==> src/rtl/simon_game_if.sv <==
// Signal bundle between the game sequencer, the button front-end and the display streamer.
// master = sequencer side, slave = environment (debouncers, streamer, status wrapper).
interface simon_game_if;
  logic        start;
  logic        btn_valid;
  logic [1:0]  btn_colour;
  logic        complete_display;
  logic        rst_display;
  logic        en_display;
  logic [31:0] seq_out;
  logic [3:0]  round_ctr;
  logic [2:0]  state_dbg;
  logic        win;
  logic        lose;

  modport master (
    input  start, btn_valid, btn_colour, complete_display,
    output rst_display, en_display, seq_out, round_ctr, state_dbg, win, lose
  );

  modport slave (
    output start, btn_valid, btn_colour, complete_display,
    input  rst_display, en_display, seq_out, round_ctr, state_dbg, win, lose
  );
endinterface

==> src/rtl/simon_game_ctrl.sv <==
// Colour-memory game sequencer: builds a 16-colour sequence, drives the display
// streamer, checks player presses and tracks rounds through to win or loss.
//
// state   | meaning
// IDLE    | after reset, LFSR free-running, waiting for start
// GEN     | latch LFSR into seq_out, reset streamer, clear round/flags
// SHOW    | streamer playing round_ctr+1 colours
// WAIT_IN | collecting presses, inactivity timer running
// NEXT    | round complete, advance or declare win
// WIN     | win held, LFSR free-running, waiting for start
// LOSE    | lose held, LFSR free-running, waiting for start
module simon_game_ctrl #(
  parameter logic [31:0] LFSR_SEED      = 32'hACE1_2468,
  parameter logic [23:0] TIMEOUT_CYCLES = 24'd6_000_000,
  parameter logic [3:0]  MAX_ROUND      = 4'd15
) (
  input  logic            clk,
  input  logic            rst_game,
  simon_game_if.master    gif
);

  localparam int TW = $clog2(TIMEOUT_CYCLES);
  localparam logic [TW-1:0] TIMER_TC = TW'(TIMEOUT_CYCLES - 24'd1);

  typedef enum logic [2:0] {
    IDLE    = 3'd0,
    GEN     = 3'd1,
    SHOW    = 3'd2,
    WAIT_IN = 3'd3,
    NEXT    = 3'd4,
    WIN     = 3'd5,
    LOSE    = 3'd6
  } state_t;

  state_t        state_q, state_d;
  logic [31:0]   lfsr_q, lfsr_d;
  logic [31:0]   seq_q, seq_d;
  logic [3:0]    round_q, round_d;
  logic [3:0]    idx_q, idx_d;
  logic [TW-1:0] timer_q, timer_d;
  logic          win_q, win_d;
  logic          lose_q, lose_d;
  logic          rst_disp_q, rst_disp_d;
  logic          en_disp_q, en_disp_d;
  logic          fb;
  logic          press_ok;

  always_ff @(posedge clk) begin
    if (rst_game) begin
      state_q    <= IDLE;
      lfsr_q     <= LFSR_SEED;
      seq_q      <= '0;
      round_q    <= '0;
      idx_q      <= '0;
      timer_q    <= '0;
      win_q      <= 1'b0;
      lose_q     <= 1'b0;
      rst_disp_q <= 1'b1;
      en_disp_q  <= 1'b0;
    end else begin
      state_q    <= state_d;
      lfsr_q     <= lfsr_d;
      seq_q      <= seq_d;
      round_q    <= round_d;
      idx_q      <= idx_d;
      timer_q    <= timer_d;
      win_q      <= win_d;
      lose_q     <= lose_d;
      rst_disp_q <= rst_disp_d;
      en_disp_q  <= en_disp_d;
    end
  end

  always_comb begin
    state_d  = state_q;
    lfsr_d   = lfsr_q;
    seq_d    = seq_q;
    round_d  = round_q;
    idx_d    = idx_q;
    timer_d  = timer_q;
    fb       = lfsr_q[31] ^ lfsr_q[21] ^ lfsr_q[1] ^ lfsr_q[0];
    press_ok = (gif.btn_colour == seq_q[{idx_q, 1'b0} +: 2]);

    case (state_q)
      IDLE, WIN, LOSE: begin
        // The LFSR freezes on the start cycle so seq_out captures that exact value
        if (gif.start) state_d = GEN;
        else           lfsr_d  = {lfsr_q[30:0], fb};
      end
      GEN: begin
        seq_d   = lfsr_q;
        round_d = '0;
        state_d = SHOW;
      end
      SHOW: begin
        if (gif.complete_display) begin
          idx_d   = '0;
          timer_d = '0;
          state_d = WAIT_IN;
        end
      end
      WAIT_IN: begin
        // A press on the terminal-count cycle wins over the timeout
        if (gif.btn_valid) begin
          if (!press_ok) begin
            state_d = LOSE;
          end else if (idx_q == round_q) begin
            state_d = NEXT;
          end else begin
            idx_d   = idx_q + 4'd1;
            timer_d = '0;
          end
        end else if (timer_q == TIMER_TC) begin
          state_d = LOSE;
        end else begin
          timer_d = timer_q + TW'(1);
        end
      end
      NEXT: begin
        if (round_q == MAX_ROUND) begin
          state_d = WIN;
        end else begin
          round_d = round_q + 4'd1;
          state_d = SHOW;
        end
      end
      default: state_d = IDLE;
    endcase

    win_d      = (state_d == WIN);
    lose_d     = (state_d == LOSE);
    rst_disp_d = (state_d == GEN);
    // Single-cycle enable: the streamer restarts if en is still high when it finishes
    en_disp_d  = (state_d == SHOW) && (state_q != SHOW);
  end

  assign gif.rst_display = rst_disp_q;
  assign gif.en_display  = en_disp_q;
  assign gif.seq_out     = seq_q;
  assign gif.round_ctr   = round_q;
  assign gif.state_dbg   = state_q;
  assign gif.win         = win_q;
  assign gif.lose        = lose_q;

endmodule

==> src/flat_wrapper.sv <==
// flat-port wrapper written by rule: the top's interface ports become plain ports
module simon_game_ctrl_flat 
#(
  parameter logic [31:0] LFSR_SEED      = 32'hACE1_2468,
  parameter logic [23:0] TIMEOUT_CYCLES = 24'd6_000_000,
  parameter logic [3:0]  MAX_ROUND      = 4'd15
)
  (clk, rst_game, gif_start, gif_btn_valid, gif_btn_colour, gif_complete_display, gif_rst_display, gif_en_display, gif_seq_out, gif_round_ctr, gif_state_dbg, gif_win, gif_lose);
  simon_game_if gif_i ();
  input  logic clk;
  input  logic rst_game;
  input wire logic [$bits(gif_i.start)-1:0] gif_start;
  input wire logic [$bits(gif_i.btn_valid)-1:0] gif_btn_valid;
  input wire logic [$bits(gif_i.btn_colour)-1:0] gif_btn_colour;
  input wire logic [$bits(gif_i.complete_display)-1:0] gif_complete_display;
  output wire logic [$bits(gif_i.rst_display)-1:0] gif_rst_display;
  output wire logic [$bits(gif_i.en_display)-1:0] gif_en_display;
  output wire logic [$bits(gif_i.seq_out)-1:0] gif_seq_out;
  output wire logic [$bits(gif_i.round_ctr)-1:0] gif_round_ctr;
  output wire logic [$bits(gif_i.state_dbg)-1:0] gif_state_dbg;
  output wire logic [$bits(gif_i.win)-1:0] gif_win;
  output wire logic [$bits(gif_i.lose)-1:0] gif_lose;
  assign gif_i.start = gif_start;
  assign gif_i.btn_valid = gif_btn_valid;
  assign gif_i.btn_colour = gif_btn_colour;
  assign gif_i.complete_display = gif_complete_display;
  assign gif_rst_display = gif_i.rst_display;
  assign gif_en_display = gif_i.en_display;
  assign gif_seq_out = gif_i.seq_out;
  assign gif_round_ctr = gif_i.round_ctr;
  assign gif_state_dbg = gif_i.state_dbg;
  assign gif_win = gif_i.win;
  assign gif_lose = gif_i.lose;
  simon_game_ctrl #(.LFSR_SEED(LFSR_SEED), .TIMEOUT_CYCLES(TIMEOUT_CYCLES), .MAX_ROUND(MAX_ROUND)) u_core (.clk(clk), .rst_game(rst_game), .gif(gif_i));
endmodule
==> config.mk <==
export PLATFORM = sky130hd
export DESIGN_NAME = simon_game_ctrl_flat
export DESIGN_NICKNAME = d
export VERILOG_FILES = /design/src/rtl/simon_game_if.sv /design/src/rtl/simon_game_ctrl.sv /design/src/flat_wrapper.sv
export SDC_FILE = /design/constraint.sdc
export NUM_CORES = 1
export LEC_CHECK = 0
export ABC_AREA = 0
export BUFFER_PORTS_ARGS = -buffer_cell sky130_fd_sc_hd__buf_2
export CORE_ASPECT_RATIO = 0.8
export CORE_MARGIN = 2
export CORE_UTILIZATION = 58
export DETAILED_ROUTE_END_ITERATION = 7
export GPL_ROUTABILITY_DRIVEN = 0
export GPL_TIMING_DRIVEN = 0
export PLACE_DENSITY = 0.79
export SYNTH_ARGS = -nofsm -noshare
export SYNTH_HDL_FRONTEND = slang
export SYNTH_SLANG_ARGS = --single-unit
==> constraint.sdc <==
create_clock -name clk -period 3.4 [get_ports clk]
set_clock_uncertainty 0.1 [all_clocks]
set_input_delay 0.51 -clock clk [delete_from_list [all_inputs] [get_ports clk]]
set_output_delay 0.51 -clock clk [all_outputs]
set_load 0.03 [all_outputs]
==> metrics.cfg, run 1 <==
[timing]
finalSetupTns_ns=0
slew_headroom_pct=26.4
tightest_slew_ns=1.10
period_needed_ns=3.11
fin_crit_sh_pct=91.5
grt_setup_unrepaired=false
final_max_slew_viol_count=0
max_freq_mhz=321
setup_viol=0
hold_viol=0

[yosys]
synth_area_mm2=0.00464
syn_nets=589
async_flop_share_pct=0
synth.yosys.seq_area_share_pct=44.0
synthDistinctLibCells=53
synthCells=579
synth_ff_type=dfxtp_1
syn_area_per_cell_um2=8.02
yosys_warnings=0
synth_edf_count=0
synth_seq_cells=102

[clock_tree]
clkLatencyLatePin_ns=0.37
cts_inserted_buffers=9
clock_path_buffers=2
cts_tree=done
cts_hold_buf=0
post_cts_buffers=0
cts_root_buffer=clkbuf_8
cts_sinks=102
cts_resized=0
path_clk_slew_ns=0.11
cts-htree-levels=3

[setup_path]
worstPathMaxFanout=10
start_kind=flop
r2r_end=u_core.timer_q[1]
crit_path_end_kind=flop
slowest_delay_ns=0.45
rrSetupSlack_ns=0.29
startpoint=u_core.idx_q[0]
slowest_stage=dfxtp_1
cp_data_arrival_time_ns=3.26
worstSetupEndpoint=u_core.timer_q[1]
r2r-start=u_core.idx_q[0]
path_buf_inv=3
path_delay_family=compound AO/OA/AOI/OAI gates
r2r_cells=11
cp.depth=11
worstPathCellList=buf_6, mux2i_1, a22oi_1, and3_1, o22ai_4, o221ai_2, a21boi_2, buf_2, buf_6, mux2i_1, nor2_1
crit_type=reg2reg
cp_data_required_time_ns=3.55

[pwr]
ir_worst_vdd_v=0.000329
p_leak_nw=1.92
powerDensity_mw_per_mm2=500

[route]
wl_per_cell_um=16.0
drcViolationCount=0
vias=4429
via_per_inst=5.90
drt_pass1_iterations=5
routed_wl_um=12000
drtIter0Drc=380
drtAntennaViolNets=0

[global_route]
track_usage_pct=27.6
grt_pass1_wl_um=19600
overflow=0
antenna_found_initial=0
grt_max_degree=19
grt_pass1_vias=4001

[floorplanning]
initial_core_util_pct=59.2
rows=29
die_area_mm2=0.00874
dieHeight_um=84.0
core_mm2=0.00784
fp.dieW_um=104
io_pins=50

[run]
max_cap_viol_count=0

[placed_design]
dp.final_hpwl_um=8570
postPlaceCellArea_mm2=0.00502
port_buffers=48

[final_layout]
syn_to_final_growth_pct=13.0
fin_area_mm2=0.00525
layout-drive-gt1-share_pct=12.1
diodes=0
nets=648

[outcome]
status=completed

[min_path]
hold_class=reg2reg

[worst register-to-register path, stage by stage (launching register included)]
cell      delay, ns
dfxtp_1        0.45
buf_6          0.23
mux2i_1        0.31
a22oi_1        0.15
and3_1         0.23
o22ai_4        0.26
o221ai_2       0.16
a21boi_2       0.37
buf_2          0.31
buf_6          0.19
mux2i_1        0.20
nor2_1         0.06
[per-layer routing]
metal	wire, um	global-route usage [%]
met1	5520	39.5
met2	5390	43.1
met3	898	4.76
met4	177	7.62
met5	0	0
[state kept, by name, summed over array words and instances, names as in the netlist]
| name | flops |
|---|---|
| u_core.gif.en_display | 1 |
| u_core.gif.lose | 1 |
| u_core.gif.round_ctr | 4 |
| u_core.gif.rst_display | 1 |
| u_core.gif.seq_out | 32 |
| u_core.gif.state_dbg | 3 |
| u_core.gif.win | 1 |
| u_core.idx_q | 4 |
| u_core.lfsr_q | 32 |
| u_core.timer_q | 23 |
[cell usage in the layout, fill, tap and decap left out, types with 14 or more instances in the layout]
cell | netlist | layout
a21oi_1 | 83 | 83
buf_2 | 3 | 51
clkbuf_1 | 30 | 30
dfxtp_1 | 102 | 102
mux2i_1 | 19 | 19
nand2_1 | 146 | 146
nand3_1 | 14 | 14
nand3b_1 | 15 | 15
nor2_1 | 19 | 19
o21ai_0 | 14 | 14
or3_1 | 19 | 19
[power breakdown]
part	switching [mW]	internal, mW	leakage [nW]	total (mW)
Sequential	0.0577	1.27	0.830	1.32
Combinational	0.301	0.129	0.983	0.429
Clock	0.446	0.424	0.108	0.869
Total	0.804	1.82	1.92	2.62
[synthesized netlist by cell type (2+ instances only)]
master | number | share of area, %
nand4_1 | 7 | 0.94
or3_1 | 19 | 2.6
nor3_1 | 9 | 0.97
o22ai_4 | 3 | 1.3
nor2_1 | 19 | 1.5
ha_1 | 3 | 0.81
and2_1 | 3 | 0.40
o31ai_1 | 6 | 0.97
and3_1 | 8 | 1.1
buf_1 | 2 | 0.16
and4_1 | 2 | 0.38
nand3_1 | 14 | 1.5
buf_2 | 3 | 0.32
nand2b_1 | 3 | 0.40
a22oi_1 | 9 | 1.5
buf_6 | 2 | 0.49
o21ai_1 | 9 | 0.97
mux2i_1 | 19 | 4.1
nor2b_1 | 4 | 0.54
dfxtp_1 | 102 | 44
xor2_1 | 6 | 1.1
o21ai_0 | 14 | 1.5
and2b_1 | 2 | 0.32
inv_1 | 3 | 0.24
or4_1 | 7 | 1.1
nand3b_1 | 15 | 2.4
a21oi_1 | 83 | 8.9
nand2_1 | 146 | 12
clkbuf_1 | 30 | 2.4
xnor2_1 | 4 | 0.75
[cell type report]
type	count	area, um^2
buffer	38	165
clock buffer	9	124
clock inverter	7	104
fill	686	2590
inverter	3	11.3
multi-input combinational	436	2420
sequential	102	2040
tap	108	135
timing repair buffer	48	240
[stage by stage]
| stage | util (%) | power, mW | setup slack [ns] | std cells | hold slack, ns |
|---|---|---|---|---|---|
| 5_1_grt | 66.9 | 2.72 | 0.117 | 751 | 0.393 |
| 6_report | 66.9 | 2.62 | 0.288 | 751 | 0.369 |
| 3_5_place_dp | 64.0 | 1.77 | 0.332 | 735 | 0.360 |
| 2_1_floorplan | - | 1.64 | 0.976 | 579 | 0.345 |
| 3_3_place_gp | 64.0 | 1.76 | 0.437 | 735 | 0.354 |
| 4_1_cts | 66.9 | 2.62 | 0.315 | 751 | 0.369 |
[how the worst min path moves through the flow]
stage / startpoint / end / cells after the start
floorplan: u_core.lfsr_q[10] / u_core.lfsr_q[11] / 2
global placement: u_core.lfsr_q[14] / u_core.lfsr_q[15] / 2
detailed placement: u_core.lfsr_q[12] / u_core.gif.seq_out[12] / 2
CTS: u_core.lfsr_q[16] / u_core.lfsr_q[17] / 2
global route: u_core.lfsr_q[16] / u_core.lfsr_q[17] / 2
finish: u_core.lfsr_q[19] / u_core.lfsr_q[20] / 2
[kinds of logic after synthesis]
logic type | after synthesis | share of synthesized area (%)
AO/OA/AOI/OAI | 139 | 18.1
buffers and inverters | 41 | 3.80
AND/OR/NAND/NOR | 263 | 26.8
multiplexers | 21 | 4.58
flip-flops | 102 | 44.0
adder cells (fa/ha/maj) | 3 | 0.808
XOR/XNOR | 10 | 1.89
(Power assumes the default switching activity.)
==> inputs of run 2 (changes only) <==
--- a/config.mk
+++ b/config.mk
@@ -14,6 +14,7 @@
 export GPL_ROUTABILITY_DRIVEN = 0
 export GPL_TIMING_DRIVEN = 0
 export PLACE_DENSITY = 0.79
+export SETUP_SLACK_MARGIN = 0.2
 export SYNTH_ARGS = -nofsm -noshare
 export SYNTH_HDL_FRONTEND = slang
 export SYNTH_SLANG_ARGS = --single-unit
==> constraint.sdc (replaced) <==
create_clock -name clk -period 3.4 [get_ports clk]
set_clock_uncertainty 0.1 [all_clocks]
set_input_delay 0.34 -clock clk [delete_from_list [all_inputs] [get_ports clk]]
set_output_delay 0.34 -clock clk [all_outputs]
set_load 0.03 [all_outputs]
==> run 2 against run 1 <==
Net effect: count of clock-buffer cells in the layout stayed put; clock power hardly changed; design area is 0.17% higher; sequential cell count stayed put; total power is 0.14% higher; first-iteration DRC count is 11% higher; via count is 0.32% higher; sequential share of layout area is 0.065 points lower; maximum frequency is 2.9% higher; critical path type unchanged.
==> metrics.cfg, run 2 (synthesis gave the netlist of run 1 again) <==
[outcome]
status=completed  ; unchanged

[clock_tree]
cts_inserted_buffers=9  ; unchanged
path_clk_slew_ns=0.10  ; was 0.11 ns
clock_path_buffers=2  ; unchanged
clkLatencyLatePin_ns=0.38  ; was 0.37 ns
cts_tree=done  ; unchanged
cts_sinks=102  ; unchanged
cts_root_buffer=clkbuf_8  ; unchanged
post_cts_buffers=0  ; unchanged
cts-htree-levels=3  ; unchanged

[setup_path]
path_delay_family=simple AND/OR/NAND/NOR gates  ; was compound AO/OA/AOI/OAI gates
worstPathMaxFanout=10  ; unchanged
worstPathCellList=or4_1, nor4b_1, a21boi_0, a21boi_4, buf_2, buf_6, mux2i_1, nor2_1  ; was buf_6, mux2i_1, a22oi_1, and3_1, o22ai_4, o221ai_2, a21boi_2, buf_2, buf_6, mux2i_1, nor2_1
r2r_end=u_core.timer_q[1]  ; unchanged
r2r_cells=8  ; was 11
path_buf_inv=2  ; was 3
start_kind=flop  ; unchanged
rrSetupSlack_ns=0.38  ; was 0.29 ns
cp.depth=8  ; was 11
cp_data_required_time_ns=3.56  ; was 3.55 ns
slowest_delay_ns=0.56  ; was 0.45 ns
r2r-start=u_core.timer_q[9]  ; was u_core.idx_q[0]
crit_path_end_kind=flop  ; unchanged
cp_data_arrival_time_ns=3.18  ; was 3.26 ns
slowest_stage=nor4b_1  ; was dfxtp_1
crit_type=reg2reg  ; unchanged

[floorplanning]
fp.dieW_um=104  ; unchanged
core_mm2=0.00784  ; unchanged
initial_core_util_pct=59.2  ; unchanged
rows=29  ; unchanged
die_area_mm2=0.00874  ; unchanged
dieHeight_um=84.0  ; unchanged
io_pins=50  ; unchanged

[run]
max_cap_viol_count=0  ; unchanged

[global_route]
grt_pass1_vias=4001  ; unchanged
grt_max_degree=19  ; unchanged
overflow=0  ; unchanged
grt_pass1_wl_um=19600  ; unchanged
track_usage_pct=27.6  ; unchanged
antenna_found_initial=0  ; unchanged

[min_path]
hp-start=gif_start  ; was u_core.lfsr_q[19]
hold_class=in2reg  ; was reg2reg
min_to=u_core.gif.en_display  ; was u_core.lfsr_q[20]
min_path_cells=3  ; was 2

[route]
via_per_inst=5.92  ; was 5.90
routed_wl_um=12100  ; was 12,000 um
drtAntennaViolNets=0  ; unchanged
drt_pass1_iterations=6  ; was 5
drtIter0Drc=422  ; was 380
wl_per_cell_um=16.1  ; was 16.0 um
drcViolationCount=0  ; unchanged
vias=4443  ; was 4,429

[final_layout]
mostFrequentLayoutCells=nand2_1, dfxtp_1, a21oi_1  ; unchanged
fillers=684  ; was 686
diodes=0  ; unchanged
syn_to_final_growth_pct=13.2  ; was 13.0%
multi_input_area_mm2=0.00243  ; was 0.00242 mm^2
final_common_cell=nand2_1  ; unchanged
ff_latch_area_mm2=0.00204  ; unchanged
nets=648  ; unchanged
layout-drive-gt1-share_pct=12.3  ; was 12.1%

[placed_design]
port_buffers=48  ; unchanged
dp.final_hpwl_um=8570  ; unchanged

[timing]
max_freq_mhz=331  ; was 321 MHz
period_needed_ns=3.02  ; was 3.11 ns
final_max_slew_viol_count=0  ; unchanged
slew_headroom_pct=28.1  ; was 26.4%
holdWs_ns=0.311  ; was 0.369 ns
setup_viol=0  ; unchanged
grt_setup_unrepaired=false  ; unchanged
fin_crit_sh_pct=89.0  ; was 91.5%
finalSetupTns_ns=0  ; unchanged
tightest_slew_ns=1.07  ; was 1.10 ns
hold_viol=0  ; unchanged

[pwr]
powerDensity_mw_per_mm2=500  ; about the same
ir_worst_vdd_v=0.000329  ; about the same
p_leak_nw=1.93  ; was 1.92 nW

==> run 2: cell counts in the layout (fill, tap and decap cells not counted) <==
No cell type changed its count.
==> run 2: repair_timing <==
item | 4_1_cts | 5_1_grt
hold buffers | 0 | 0
setup endpoints to repair | 0 | 13
resized for setup | 0 | 3
==> run 2: how the worst max path moves through the flow <==
stage	slack (ns)	endpoint	start
after floorplan	0.98	u_core.timer_q[1]	u_core.idx_q[0]
after CTS	0.31	u_core.timer_q[1]	u_core.idx_q[0]
after detailed placement	0.33	u_core.timer_q[1]	u_core.idx_q[0]
after global routing	0.23	u_core.timer_q[1]	u_core.idx_q[0]
after global placement	0.44	u_core.timer_q[1]	u_core.idx_q[0]
final	0.38	u_core.timer_q[1]	u_core.timer_q[9]
==> run 2: stage by stage <==
stage | power, mW | area (um^2) | std cells | utilization (%) | setup WS (ns)
finish | 2.63 | 5260 | 751 | 67.0 | 0.375
global placement | 1.76 | 5020 | 735 | 64.0 | 0.437
CTS | 2.62 | 5250 | 751 | 66.9 | 0.315
global route | 2.72 | 5260 | 751 | 67.0 | 0.230
detailed placement | 1.77 | 5020 | 735 | 64.0 | 0.332
floorplan | 1.64 | 4640 | 579 | - | 0.976
==> run 2: tightest hold or removal path, stage by stage <==
cell	delay, ns
buf_2	0.16
o21ai_0	0.17
a211oi_1	0.07
==> run 2: routing by layer <==
metal,vias to the layer above,share of wire [%],global-route usage [%]
met4,0,1.1,7.62
met2,181,45,43.1
met1,2111,47,39.5
met3,16,7.3,4.76
li1,2135,-,-
met5,-,0,0
==> run 2: area by class of cell <==
class                   instances  area share, %
multi-input cells             436           46.3
flip-flops and latches        102           38.9
plain buffers                  38           3.17
clock inverters                 7           1.98
inverters                       3          0.214
repair buffers                 48           4.57
clock buffers                   9           2.36
well taps                     108           2.57
==> run 2: power by group <==
| group | internal (mW) | leakage [nW] | switching (mW) |
|---|---|---|---|
| logic | 0.130 | 0.995 | 0.302 |
| clock network | 0.424 | 0.108 | 0.447 |
| registers | 1.27 | 0.830 | 0.0583 |
==> inputs of run 3 (changes only) <==
--- a/config.mk
+++ b/config.mk
@@ -7,13 +7,15 @@
 export LEC_CHECK = 0
 export ABC_AREA = 0
 export BUFFER_PORTS_ARGS = -buffer_cell sky130_fd_sc_hd__buf_2
+export CELL_PAD_IN_SITES_DETAIL_PLACEMENT = 2
+export CELL_PAD_IN_SITES_GLOBAL_PLACEMENT = 2
 export CORE_ASPECT_RATIO = 0.8
 export CORE_MARGIN = 2
-export CORE_UTILIZATION = 58
+export CORE_UTILIZATION = 35
 export DETAILED_ROUTE_END_ITERATION = 7
 export GPL_ROUTABILITY_DRIVEN = 0
 export GPL_TIMING_DRIVEN = 0
-export PLACE_DENSITY = 0.79
+export PLACE_DENSITY = 0.8
 export SETUP_SLACK_MARGIN = 0.2
 export SYNTH_ARGS = -nofsm -noshare
 export SYNTH_HDL_FRONTEND = slang
==> run 3 against run 2 <==
Net effect: sequential share of layout area fell by 1.1 points; via count increased by 0.77%; first-iteration DRC count is 69% lower; global-route usage decreased by 4.3 points; design area rose by 3.0%; register-to-register slack improved by 0.05 ns; count of clock-buffer cells in the layout increased by 4; die area increased by 63%; total power up 6.4%; maximum frequency grew 1.7%; sequential cell count unchanged; cell count rose by 8.9%; largest cell class unchanged; highest routed layer unchanged.
==> metrics.cfg, run 3 (synthesis gave the netlist of run 1 again) <==
[outcome]
status=completed  ; unchanged

[timing]
setup_viol=0  ; unchanged
fin_crit_sh_pct=87.5  ; was 89.0%
grt_setup_unrepaired=false  ; unchanged
max_freq_mhz=336  ; was 331 MHz
final_max_slew_viol_count=0  ; unchanged
fin_ws_ns=0.425  ; was 0.375 ns
tightest_slew_ns=1.22  ; was 1.07 ns
holdWs_ns=0.353  ; was 0.311 ns
slew_headroom_pct=17.9  ; was 28.1%
period_needed_ns=2.98  ; was 3.02 ns
hold_viol=0  ; unchanged
finalSetupTns_ns=0  ; unchanged

[clock_tree]
clkLatencyLatePin_ns=0.35  ; was 0.38 ns
cts_sinks=102  ; unchanged
path_clk_slew_ns=0.07  ; was 0.10 ns
cts_inserted_buffers=9  ; unchanged
cts-htree-levels=3  ; unchanged
cts_tree=done  ; unchanged
clock_path_buffers=2  ; unchanged
cts_root_buffer=clkbuf_16  ; was clkbuf_8

[placed_design]
port_buffers=48  ; unchanged
dp_worst_setup_slack_ns=0.213  ; was 0.332 ns
dp_cells=802  ; was 735
dp.final_hpwl_um=11800  ; was 8570 um

[route]
drtAntennaViolNets=0  ; unchanged
wl_per_cell_um=19.5  ; was 16.1 um
routed_wl_um=15900  ; was 12,100 um
drcViolationCount=0  ; unchanged
via_per_inst=5.47  ; was 5.92
drt_pass1_iterations=4  ; was 6
vias=4477  ; was 4,443
drtIter0Drc=130  ; was 422

[final_layout]
nets=650  ; was 648
syn_to_final_growth_pct=16.6  ; was 13.2%
layout-drive-gt1-share_pct=12.4  ; was 12.3%
finalNonFillerCells=818  ; was 751
final_common_cell=nand2_1  ; unchanged
diodes=0  ; unchanged
mostFrequentLayoutCells=nand2_1, dfxtp_1, a21oi_1  ; unchanged

[pwr]
p_leak_nw=1.98  ; was 1.93 nW
ir_worst_vdd_v=0.000289  ; was 0.000329 V
powerDensity_mw_per_mm2=516  ; was 500 mW/mm^2

[global_route]
grt_pass1_wl_um=25700  ; was 19,600 um
grt_pass1_vias=4600  ; was 4,001
overflow=0  ; unchanged
grt_max_degree=15  ; was 19
antenna_found_initial=0  ; unchanged
track_usage_pct=23.3  ; was 27.6%

[floorplanning]
rows=37  ; was 29
io_pins=50  ; unchanged
die_area_mm2=0.0142  ; was 0.00874 mm^2
core_mm2=0.0129  ; was 0.00784 mm^2
fp.dieW_um=133  ; was 104 um
initial_core_util_pct=35.9  ; was 59.2%
dieHeight_um=107  ; was 84.0 um

[run]
max_cap_viol_count=0  ; unchanged

[setup_path]
cp_data_required_time_ns=3.54  ; was 3.56 ns
start_kind=flop  ; unchanged
crit_path_end_kind=flop  ; unchanged
crit_type=reg2reg  ; unchanged
cp_data_arrival_time_ns=3.12  ; was 3.18 ns
worstPathMaxFanout=10  ; unchanged

[min_path]
hold_class=in2reg  ; unchanged

==> run 3: changes by cell type in the layout (fill, tap and decap cells not counted), sizes merged <==
cell | previous run | this run
clkbuf | 39 | 44
bufinv | 2 | 0
clkinvlp | 2 | 0
inv | 5 | 3
buf | 56 | 57
==> run 3: report_power, final <==
| part | internal (mW) | switching, mW | total (mW) |
|---|---|---|---|
| logic | 0.133 | 0.330 | 0.463 |
| clock network | 0.548 | 0.453 | 1.00 |
| registers | 1.27 | 0.0635 | 1.33 |
| total | 1.95 | 0.846 | 2.80 |
==> run 3: final timing paths <==
kind,startpoint,to,slack [ns],cells past startpoint
setup / recovery,u_core.idx_q[0],u_core.timer_q[1],0.42,11
setup reg to reg,u_core.idx_q[0],u_core.timer_q[1],0.42,11
hold reg to reg,u_core.gif.seq_out[9],u_core.gif.seq_out[9],0.38,2
hold / removal,gif_start,u_core.gif.en_display,0.35,3
==> run 3: worst max-delay path, cell delays in order, from the launching register on <==
cell	delay, ns
dfxtp_2	0.40
buf_6	0.22
mux2i_1	0.33
a22oi_1	0.13
and3_1	0.24
o22ai_4	0.27
o221ai_2	0.18
a21boi_4	0.29
clkbuf_4	0.28
buf_6	0.17
mux2i_1	0.19
nor2_1	0.06
==> run 3: final cells by class <==
class | instances | area [um^2]
fill | 1480 | 7500
multi-input combinational | 436 | 2440
sequential | 102 | 2040
clock buffer | 13 | 270
timing repair buffer | 50 | 255
tap | 175 | 219
buffer | 38 | 173
inverter | 3 | 11.3
clock inverter | 1 | 5.00
==> run 3: routing by layer <==
metal,track usage (%),share of wire [%]
met1,31.5,50
met2,38.6,47
met3,4.44,3.2
met4,5.38,0.64
met5,0,0
==> run 3: stage by stage <==
stage / power, mW / util [%] / instance area (um^2)
after floorplan: 1.64 / - / 4640
after global placement: 1.78 / 39.5 / 5100
after detailed placement: 1.81 / 39.5 / 5100
after CTS: 2.82 / 41.7 / 5390
after global routing: 2.93 / 41.9 / 5410
final: 2.80 / 41.9 / 5410
==> run 3: what timing repair did <==
item                                    4_1_cts  5_1_grt
pin swaps                                     0        1
gates resized for setup                       1        6
buffers inserted                              0        2
hold buffers                                  0        0
endpoints found under the setup margin        2       14
